==> config.mk <==
export PLATFORM = sky130hd
export DESIGN_NAME = tdc_fifo_axis_packer
export DESIGN_NICKNAME = d
export VERILOG_FILES = /design/src/rtl/tdc_pkg.sv /design/src/rtl/tdc_sync_buf.sv /design/src/rtl/tdc_fifo_axis_packer.sv
export SDC_FILE = /design/constraint.sdc
export NUM_CORES = 1
export LEC_CHECK = 0
export BUFFER_PORTS_ARGS = -buffer_cell sky130_fd_sc_hd__buf_2
export CAP_MARGIN = 40
export CORE_MARGIN = 5
export CORE_UTILIZATION = 54
export DETAILED_ROUTE_END_ITERATION = 10
export HOLD_SLACK_MARGIN = 0.03
export PLACE_DENSITY = 0.82
export REMOVE_ABC_BUFFERS = 1
export SYNTH_ARGS = -nofsm -noshare
export SYNTH_HDL_FRONTEND = slang
export SYNTH_SLANG_ARGS = --single-unit
==> constraint.sdc <==
create_clock -name clk -period 2.4 [get_ports clk]
set_input_delay 0.12 -clock clk [delete_from_list [all_inputs] [get_ports clk]]
set_output_delay 0.12 -clock clk [all_outputs]
set_load 0.02 [all_outputs]
==> src/rtl/tdc_pkg.sv <==
// rtl/tdc_pkg.sv - shared constants, timestamp word layout and fine-code check for the TDC packer
//
// Purpose: word geometry of the TDC timestamp FIFO and the delay-line tap count,
// shared by the packer, its buffer and the bench.
// Ports: none (package).
package tdc_pkg;

   localparam int DATA_WIDTH   = 64;
   localparam int COARSE_WIDTH = 56;
   localparam int FINE_WIDTH   = 8;
   localparam int NTAPS        = 192;

   typedef struct packed {
      logic [COARSE_WIDTH-1:0] coarse;
      logic [FINE_WIDTH-1:0]   fine;
   } tdc_word_t;

   typedef enum logic {
      ST_IDLE    = 1'b0,
      ST_PRESENT = 1'b1
   } pres_state_t;

   // A fine code addresses a delay-line tap, so anything at or past NTAPS is bogus.
   function automatic logic fine_valid(input logic [FINE_WIDTH-1:0] fine);
      return (32'(fine) < 32'(NTAPS));
   endfunction

endpackage

==> src/rtl/tdc_sync_buf.sv <==
// rtl/tdc_sync_buf.sv - small register FIFO holding captured words ahead of the stream output
//
// Purpose: DEPTH x WIDTH register FIFO. The head entry stays in place while it is
// presented downstream and is only removed by pop_i.
// Ports:
//   clk, rst_n     clock, asynchronous active-low reset
//   push_i         write push_data_i at the tail
//   push_data_i    entry to store
//   pop_i          drop the head entry
//   head_o         entry at the read pointer
//   next_o         entry behind the head (valid when occ_o >= 2)
//   occ_o          number of stored entries
module tdc_sync_buf
   import tdc_pkg::*;
#(
   parameter int DEPTH = 4,
   parameter int WIDTH = DATA_WIDTH + 1
) (
   input  logic                     clk,
   input  logic                     rst_n,
   input  logic                     push_i,
   input  logic [WIDTH-1:0]         push_data_i,
   input  logic                     pop_i,
   output logic [WIDTH-1:0]         head_o,
   output logic [WIDTH-1:0]         next_o,
   output logic [$clog2(DEPTH):0]   occ_o
);

   localparam int AW = $clog2(DEPTH);

   logic [WIDTH-1:0]  mem_q [DEPTH];
   logic [AW-1:0]     wr_ptr_q;
   logic [AW-1:0]     rd_ptr_q;
   logic [AW-1:0]     rd_ptr_nxt;
   logic [AW:0]       occ_q;
   logic [AW:0]       occ_d;

   // DEPTH is a power of two, so the pointers wrap on their own.
   assign rd_ptr_nxt = rd_ptr_q + 1'b1;
   assign head_o     = mem_q[rd_ptr_q];
   assign next_o     = mem_q[rd_ptr_nxt];
   assign occ_o      = occ_q;

   always_comb begin
      occ_d = occ_q;
      case ({push_i, pop_i})
         2'b10:   occ_d = occ_q + 1'b1;
         2'b01:   occ_d = occ_q - 1'b1;
         default: occ_d = occ_q;
      endcase
   end

   always_ff @(posedge clk or negedge rst_n) begin
      if (!rst_n) begin
         wr_ptr_q <= '0;
         rd_ptr_q <= '0;
         occ_q    <= '0;
         for (int i = 0; i < DEPTH; i++) begin
            mem_q[i] <= '0;
         end
      end else begin
         if (push_i) begin
            mem_q[wr_ptr_q] <= push_data_i;
            wr_ptr_q        <= wr_ptr_q + 1'b1;
         end
         if (pop_i) begin
            rd_ptr_q <= rd_ptr_nxt;
         end
         occ_q <= occ_d;
      end
   end

endmodule

==> src/rtl/tdc_fifo_axis_packer.sv <==
// rtl/tdc_fifo_axis_packer.sv - drains the TDC timestamp FIFO into framed AXI-Stream packets
//
// Purpose: reads the channel FIFO under a credit limit, tags out-of-range fine
// codes, and frames words into PKT_LEN-beat packets. A partial packet is closed
// after TIMEOUT idle cycles or when enable drops.
// Ports:
//   clk, rst_n        clock (FIFO read clock), asynchronous active-low reset
//   enable            allow FIFO reads; low flushes the open packet
//   fifo_dout         FIFO read data, valid one cycle after fifo_rd_en
//   fifo_empty        FIFO empty flag
//   fifo_rd_en        FIFO read strobe
//   m_axis_tdata/tvalid/tready/tlast  stream master
//   m_axis_tuser      fine code >= NTAPS on this beat
//   pkt_count         completed packets (wraps)
//   err_count         invalid fine codes captured (saturates)
//   busy              buffer non-empty, read in flight, or beat presented
//
// A reset in the middle of a packet drops it without a tlast beat; the DMA
// downstream has to resynchronise on the next packet.
module tdc_fifo_axis_packer
   import tdc_pkg::*;
#(
   parameter int PKT_LEN   = 256,
   parameter int TIMEOUT   = 4096,
   parameter int BUF_DEPTH = 4
) (
   input  logic                  clk,
   input  logic                  rst_n,
   input  logic                  enable,
   input  logic [DATA_WIDTH-1:0] fifo_dout,
   input  logic                  fifo_empty,
   output logic                  fifo_rd_en,
   output logic [DATA_WIDTH-1:0] m_axis_tdata,
   output logic                  m_axis_tvalid,
   input  logic                  m_axis_tready,
   output logic                  m_axis_tlast,
   output logic                  m_axis_tuser,
   output logic [31:0]           pkt_count,
   output logic [15:0]           err_count,
   output logic                  busy
);

   localparam int OW = $clog2(BUF_DEPTH) + 1;
   localparam int BW = $clog2(PKT_LEN);
   localparam int TW = $clog2(TIMEOUT);
   localparam logic [BW-1:0] BEAT_LAST = BW'(PKT_LEN - 1);
   localparam logic [TW-1:0] TIMER_MAX = TW'(TIMEOUT - 1);
   localparam logic [OW-1:0] OCC_ONE   = OW'(1);
   localparam logic [OW-1:0] OCC_TWO   = OW'(2);
   localparam logic [OW-1:0] OCC_FULL  = OW'(BUF_DEPTH);

   pres_state_t           state_q;
   logic                  inflight_q;
   logic [DATA_WIDTH-1:0] tdata_q;
   logic                  tuser_q;
   logic                  tlast_q;
   logic [BW-1:0]         beat_q;
   logic [TW-1:0]         timer_q;
   logic [31:0]           pkt_q;
   logic [15:0]           err_q;

   logic [OW-1:0]         occ;
   logic [DATA_WIDTH:0]   head;
   logic [DATA_WIDTH:0]   nxt;
   logic                  cap_user;
   logic                  hs;
   logic [BW-1:0]         beat_next;
   logic [OW-1:0]         occ_after;
   logic                  present;
   logic                  pres_last;
   logic [DATA_WIDTH:0]   pres_entry;

   // Credit counts the word still on the FIFO bus, so the buffer cannot overflow.
   // rst_n is folded in so the strobe drops together with the async reset.
   assign fifo_rd_en = rst_n && enable && !fifo_empty &&
                       ((occ + OW'(inflight_q)) < OCC_FULL);

   assign cap_user  = !fine_valid(fifo_dout[FINE_WIDTH-1:0]);
   assign hs        = (state_q == ST_PRESENT) && m_axis_tready;
   assign beat_next = tlast_q ? '0 : beat_q + 1'b1;
   // Entries left behind the beat being accepted, including this cycle's capture.
   assign occ_after = occ - OCC_ONE + OW'(inflight_q);

   tdc_sync_buf #(
      .DEPTH (BUF_DEPTH),
      .WIDTH (DATA_WIDTH + 1)
   ) u_buf (
      .clk         (clk),
      .rst_n       (rst_n),
      .push_i      (inflight_q),
      .push_data_i ({cap_user, fifo_dout}),
      .pop_i       (hs),
      .head_o      (head),
      .next_o      (nxt),
      .occ_o       (occ)
   );

   // The last buffered word is held back until we know whether it closes the
   // packet (more data behind it, full packet, idle timeout or flush). On a
   // handshake the following entry is presented straight away when it is
   // already known not to need that decision, which keeps one beat per cycle.
   always_comb begin
      present    = 1'b0;
      pres_last  = 1'b0;
      pres_entry = head;
      if (state_q == ST_IDLE) begin
         if (occ >= OCC_TWO) begin
            present   = 1'b1;
            pres_last = (beat_q == BEAT_LAST);
         end else if (occ == OCC_ONE) begin
            if (beat_q == BEAT_LAST) begin
               present   = 1'b1;
               pres_last = 1'b1;
            end else if (!inflight_q &&
                         ((fifo_empty && timer_q == TIMER_MAX) || !enable)) begin
               present   = 1'b1;
               pres_last = 1'b1;
            end
         end
      end else if (hs) begin
         pres_entry = nxt;
         if (occ_after >= OCC_TWO) begin
            present   = 1'b1;
            pres_last = (beat_next == BEAT_LAST);
         end else if (occ >= OCC_TWO && beat_next == BEAT_LAST) begin
            present   = 1'b1;
            pres_last = 1'b1;
         end
      end
   end

   always_ff @(posedge clk or negedge rst_n) begin
      if (!rst_n) begin
         state_q    <= ST_IDLE;
         inflight_q <= 1'b0;
         tdata_q    <= '0;
         tuser_q    <= 1'b0;
         tlast_q    <= 1'b0;
         beat_q     <= '0;
         timer_q    <= '0;
         pkt_q      <= '0;
         err_q      <= '0;
      end else begin
         inflight_q <= fifo_rd_en;

         case (state_q)
            ST_IDLE: begin
               if (present) begin
                  state_q <= ST_PRESENT;
                  tdata_q <= pres_entry[DATA_WIDTH-1:0];
                  tuser_q <= pres_entry[DATA_WIDTH];
                  tlast_q <= pres_last;
               end
            end
            ST_PRESENT: begin
               if (hs) begin
                  beat_q <= beat_next;
                  if (tlast_q) begin
                     pkt_q <= pkt_q + 1'b1;
                  end
                  if (present) begin
                     tdata_q <= pres_entry[DATA_WIDTH-1:0];
                     tuser_q <= pres_entry[DATA_WIDTH];
                     tlast_q <= pres_last;
                  end else begin
                     state_q <= ST_IDLE;
                  end
               end
            end
            default: state_q <= ST_IDLE;
         endcase

         if (inflight_q && cap_user && err_q != 16'hFFFF) begin
            err_q <= err_q + 1'b1;
         end

         if (inflight_q || hs) begin
            timer_q <= '0;
         end else if (occ == OCC_ONE && state_q == ST_IDLE && timer_q != TIMER_MAX) begin
            timer_q <= timer_q + 1'b1;
         end
      end
   end

   assign m_axis_tdata  = tdata_q;
   assign m_axis_tvalid = (state_q == ST_PRESENT);
   assign m_axis_tlast  = tlast_q;
   assign m_axis_tuser  = tuser_q;
   assign pkt_count     = pkt_q;
   assign err_count     = err_q;
   assign busy          = (occ != '0) || inflight_q || (state_q == ST_PRESENT);

endmodule

==> metrics.md <==
| Metric | Value |
|---|---|
| Outcome | `complete, but fails checks` |
| Failing checks | `negative setup slack` |
| Post-synthesis simple-gate area fraction | `0.0554` |
| Routed vias | `14362` |
| Most frequent cells in the layout | `401 x dfrtp_1, 333 x mux2_2, 184 x buf_2` |
| Final setup vio count | `64` |
| Tmin final | `2.59 ns` |
| Slowest Stage Delay on Critical Path | `0.52 ns` |
| Cell variety after synth | `44` |
| Num CTS Buffers | `43` |
| First-pass GRT wire length | `80.8 mm` |
| Sw Ratio | `0.365` |
| Reg clk slew, reported paths | `0.06 ns` |
| Post-Syn Area | `19300 sq um` |
| Initial DRC count | `1026` |
| Clock net sink count | `403` |
| Max Cap Viol | `0` |
| Synthesized area per cell | `12.6 sq um` |
| Die area | `39700 sq um` |
| DIE HEIGHT | `199 um` |
| Top Ports | `186` |
| Commonest non-fill, non-tap cell in the layout | `dfrtp_1` |
| Vias in the first global route | `14932` |
| Seq cells post-synth | `403` |
| Setup WS post-layout | `-0.191 ns` |
| Int Pwr | `22.6 mW` |
| Fraction of layout cells with a size suffix above 1 | `0.404` |
| Synth warnings | `0` |
| Detailed placement HPWL | `30.3 mm` |
| WL/cell | `22.8 um` |
| Switching power total | `13.0 mW` |
| DP Worst Slack | `-0.162 ns` |
| Combinational Power Share | `0.479` |
| Number of remaining DRC errors | `0` |
| Gr usage total | `0.252` |
| Synthesis-to-finish area growth | `22.7%` |
| Slew HR | `0.467` |
| Final RePlAce weighted congestion | `0.811` |
| Synth Area in Compound Gates | `0.123` |
| Worst-Skew Late Latency | `0.56 ns` |
| Peak supply drop | `0.995 mV` |
| Core Region | `35500 sq um` |
| H-tree levels | `2` |
| Sequential-to-total area share from yosys stat | `0.521` |
| RSZ-0062 raised after global routing | `yes` |
| Post-synthesis cell count | `1536` |
| Worst hold path class | `in -> async` |
| LEAKAGE | `10.6 nW` |
| F_max | `386 MHz` |
| Fillers | `2450` |
| Post-placement cell area | `21300 sq um` |
| Clock Skew | `0.0179 ns` |
| Largest family of logic cells by synthesized area | `multiplexers` |
| Drt pass-1 iters | `5` |
| Worst-margin pin slew | `0.798 ns` |
| Area occupied by multi-input gates | `8960 sq um` |
| Sequential cell area | `10100 sq um` |
| Via/cell ratio | `6.27` |
| Synthesized-area fraction occupied by adder cells | `0.0104` |
| Grt total ovfl | `0` |
| Port Buf Inserts | `185` |
| Row cnt | `69` |
| Largest net degree at the start of global routing | `134` |
| TritonCTS clock tree | `done` |
| Most common cell on crit path | `buf_12` |
| Endpoints failing hold | `0` |
| Worst Path Required | `2.82 ns` |
| Power Density | `1500 nW/um^2` |
| Crit start category | `flip-flop` |
| WP data arrival | `3.02 ns` |
| XOR/XNOR share of the synthesized area | `0.0312` |
| CP endpoint kind | `flip-flop` |
| Initial antenna violation count | `2` |
| Clock power share | `0.186` |
| CTS Root Cell | `clkbuf_16` |
| Final Max Slew Viols | `0` |
| Clk buf depth | `3` |
| Die X | `199 um` |
| CP Class | `reg -> reg` |
| Finished Cell Area | `23700 sq um` |
| Post-route ant nets | `0` |
| Final period utilization | `1.08` |
| Nets | `1882` |
| Max stage delay cell, worst path | `or4b_4` |
| Detailed Route WL | `52.2 mm` |
| Max FO, Critical Path | `5` |
| Post-synthesis mux area share | `0.232` |
| Starting Density | `0.545` |
| Worst-path cell chain | `ha_4 -> nand2_2 -> or4b_4 -> a2111oi_4 -> a21oi_4 -> buf_12 -> clkbuf_16 -> buf_12 -> mux2_1` |
| Seq pwr share | `0.335` |
## per-layer routing
metal	track usage	share of wire
met1	0.336	0.41
met2	0.421	0.49
met3	0.0410	0.072
met4	0.0899	0.026
met5	0	0
## power by group through the flow
| stage | clock network (mW) | logic [mW] | registers [mW] |
|---|---|---|---|
| 2_1_floorplan | 0 | 9.55 | 12.3 |
| 3_3_place_gp | 0 | 14.7 | 11.6 |
| 3_5_place_dp | 0 | 15.4 | 11.9 |
| 4_1_cts | 6.72 | 15.6 | 11.8 |
| 5_1_grt | 6.99 | 18.2 | 12.2 |
| 6_report | 6.61 | 17.0 | 11.9 |
## path summary, 6_finish.rpt
path                                            from                          end  slack [ns]  cells after the start
setup / recovery               beat_q[0]$_DFFE_PN0P_     m_axis_tuser$_DFFE_PN0P_       -0.19                      9
hold reg to reg            pkt_count[31]$_DFFE_PN0P_    pkt_count[31]$_DFFE_PN0P_        0.46                      1
max in group asynchronous                      rst_n      timer_q[11]$_DFFE_PN0P_        1.30                      3
setup reg to reg               beat_q[0]$_DFFE_PN0P_     m_axis_tuser$_DFFE_PN0P_       -0.19                      9
hold / removal                                 rst_n  u_buf.mem_q[44]$_DFFE_PN0P_        0.06                      2
min in group clk                       m_axis_tready      m_axis_tvalid$_DFF_PN0_        0.37                      3
## cell usage after synthesis (all sizes together)
| master | number | area (sq um) |
|---|---|---|
| dfrtp | 403 | 10100 |
| mux2 | 387 | 4460 |
| a22oi | 129 | 968 |
| nand2 | 114 | 428 |
| clkbuf | 93 | 349 |
| a22o | 67 | 587 |
| o221ai | 65 | 569 |
| xnor2 | 48 | 420 |
| nor2 | 30 | 113 |
| nand3 | 28 | 140 |
| xor2 | 21 | 184 |
| buf | 20 | 109 |
| o21ai | 17 | 85.1 |
| ha | 16 | 200 |
| inv | 13 | 48.8 |
| nand4 | 13 | 81.3 |
| and2 | 10 | 62.6 |
| and3 | 10 | 62.6 |
| nor3 | 9 | 50.1 |
| a21oi | 5 | 28.8 |
| and4 | 5 | 43.8 |
| nor2b | 4 | 25.0 |
| nor4 | 4 | 31.3 |
| a31oi | 3 | 18.8 |
| clkinv | 3 | 11.3 |
| mux2i | 3 | 30.0 |
| nand2b | 2 | 12.5 |
| o22ai | 2 | 12.5 |
| o311a | 2 | 20.0 |
| o31ai | 2 | 15.0 |
| or2 | 2 | 12.5 |
| a2111oi | 1 | 27.5 |
| a21boi | 1 | 7.51 |
| a41oi | 1 | 16.3 |
| o21bai | 1 | 7.51 |
| o41ai | 1 | 8.76 |
| or4b | 1 | 10.0 |
## critical path: cells and delay by family, from the launching register on
| family | cells | cell delay (ns) |
|---|---|---|
| simple gates | 2 | 0.57 |
| buf+inv | 3 | 0.46 |
| flops | 1 | 0.42 |
| compound gates | 2 | 0.40 |
| mux | 1 | 0.31 |
| fa+ha+maj | 1 | 0.28 |
## logic make-up (layout without fill, tap and decap cells)
logic type	after synthesis	count (layout)
buf+inv	129	421
flops	403	403
xor+xnor	69	69
compound gates	297	297
mux	390	390
other cells	0	3
simple gates	232	232
fa+ha+maj	16	16
## sequential cells by signal, indices dropped and copies added (netlist names), 2 cells and up
signal / cells
pkt_count: 32
timer_q: 12
m_axis_tdata: 64
err_count: 16
u_buf.rd_ptr_q: 2
u_buf.wr_ptr_q: 2
u_buf.mem_q: 260
u_buf.occ_o: 3
beat_q: 8
## through the flow
stage / std cells / power [mW] / util / hold WS [ns] / setup TNS [ns]
floorplan: 1423 / 21.9 / - / -0.176 / -291.47
finish: 2292 / 35.6 / 0.669 / 0.0629 / -9.40
global placement: 2136 / 26.4 / 0.599 / 0.0203 / -5.04
global route: 2291 / 37.4 / 0.669 / 0.0812 / -16.30
detailed placement: 2137 / 27.2 / 0.600 / 0.0242 / -7.77
CTS: 2281 / 34.1 / 0.659 / 0.0614 / -3.24
## repair_timing
action,in CTS,in global routing
hold endpoints to repair,665,0
setup endpoints to repair,61,66
buffers inserted,0,2
gates resized for setup,1,41
cloned,0,6
pin swaps,2,8
hold buffers,68,0
## area by class of cell
cell class / count / area share
antenna: 3 / 0.000316
clock inverter: 5 / 0.00242
clock buffer: 71 / 0.0570
sequential: 403 / 0.425
tap: 461 / 0.0243
multi-input combinational: 1004 / 0.378
inverter: 16 / 0.00264
timing repair buffer: 329 / 0.111
Power figures use the tool's default switching activity.
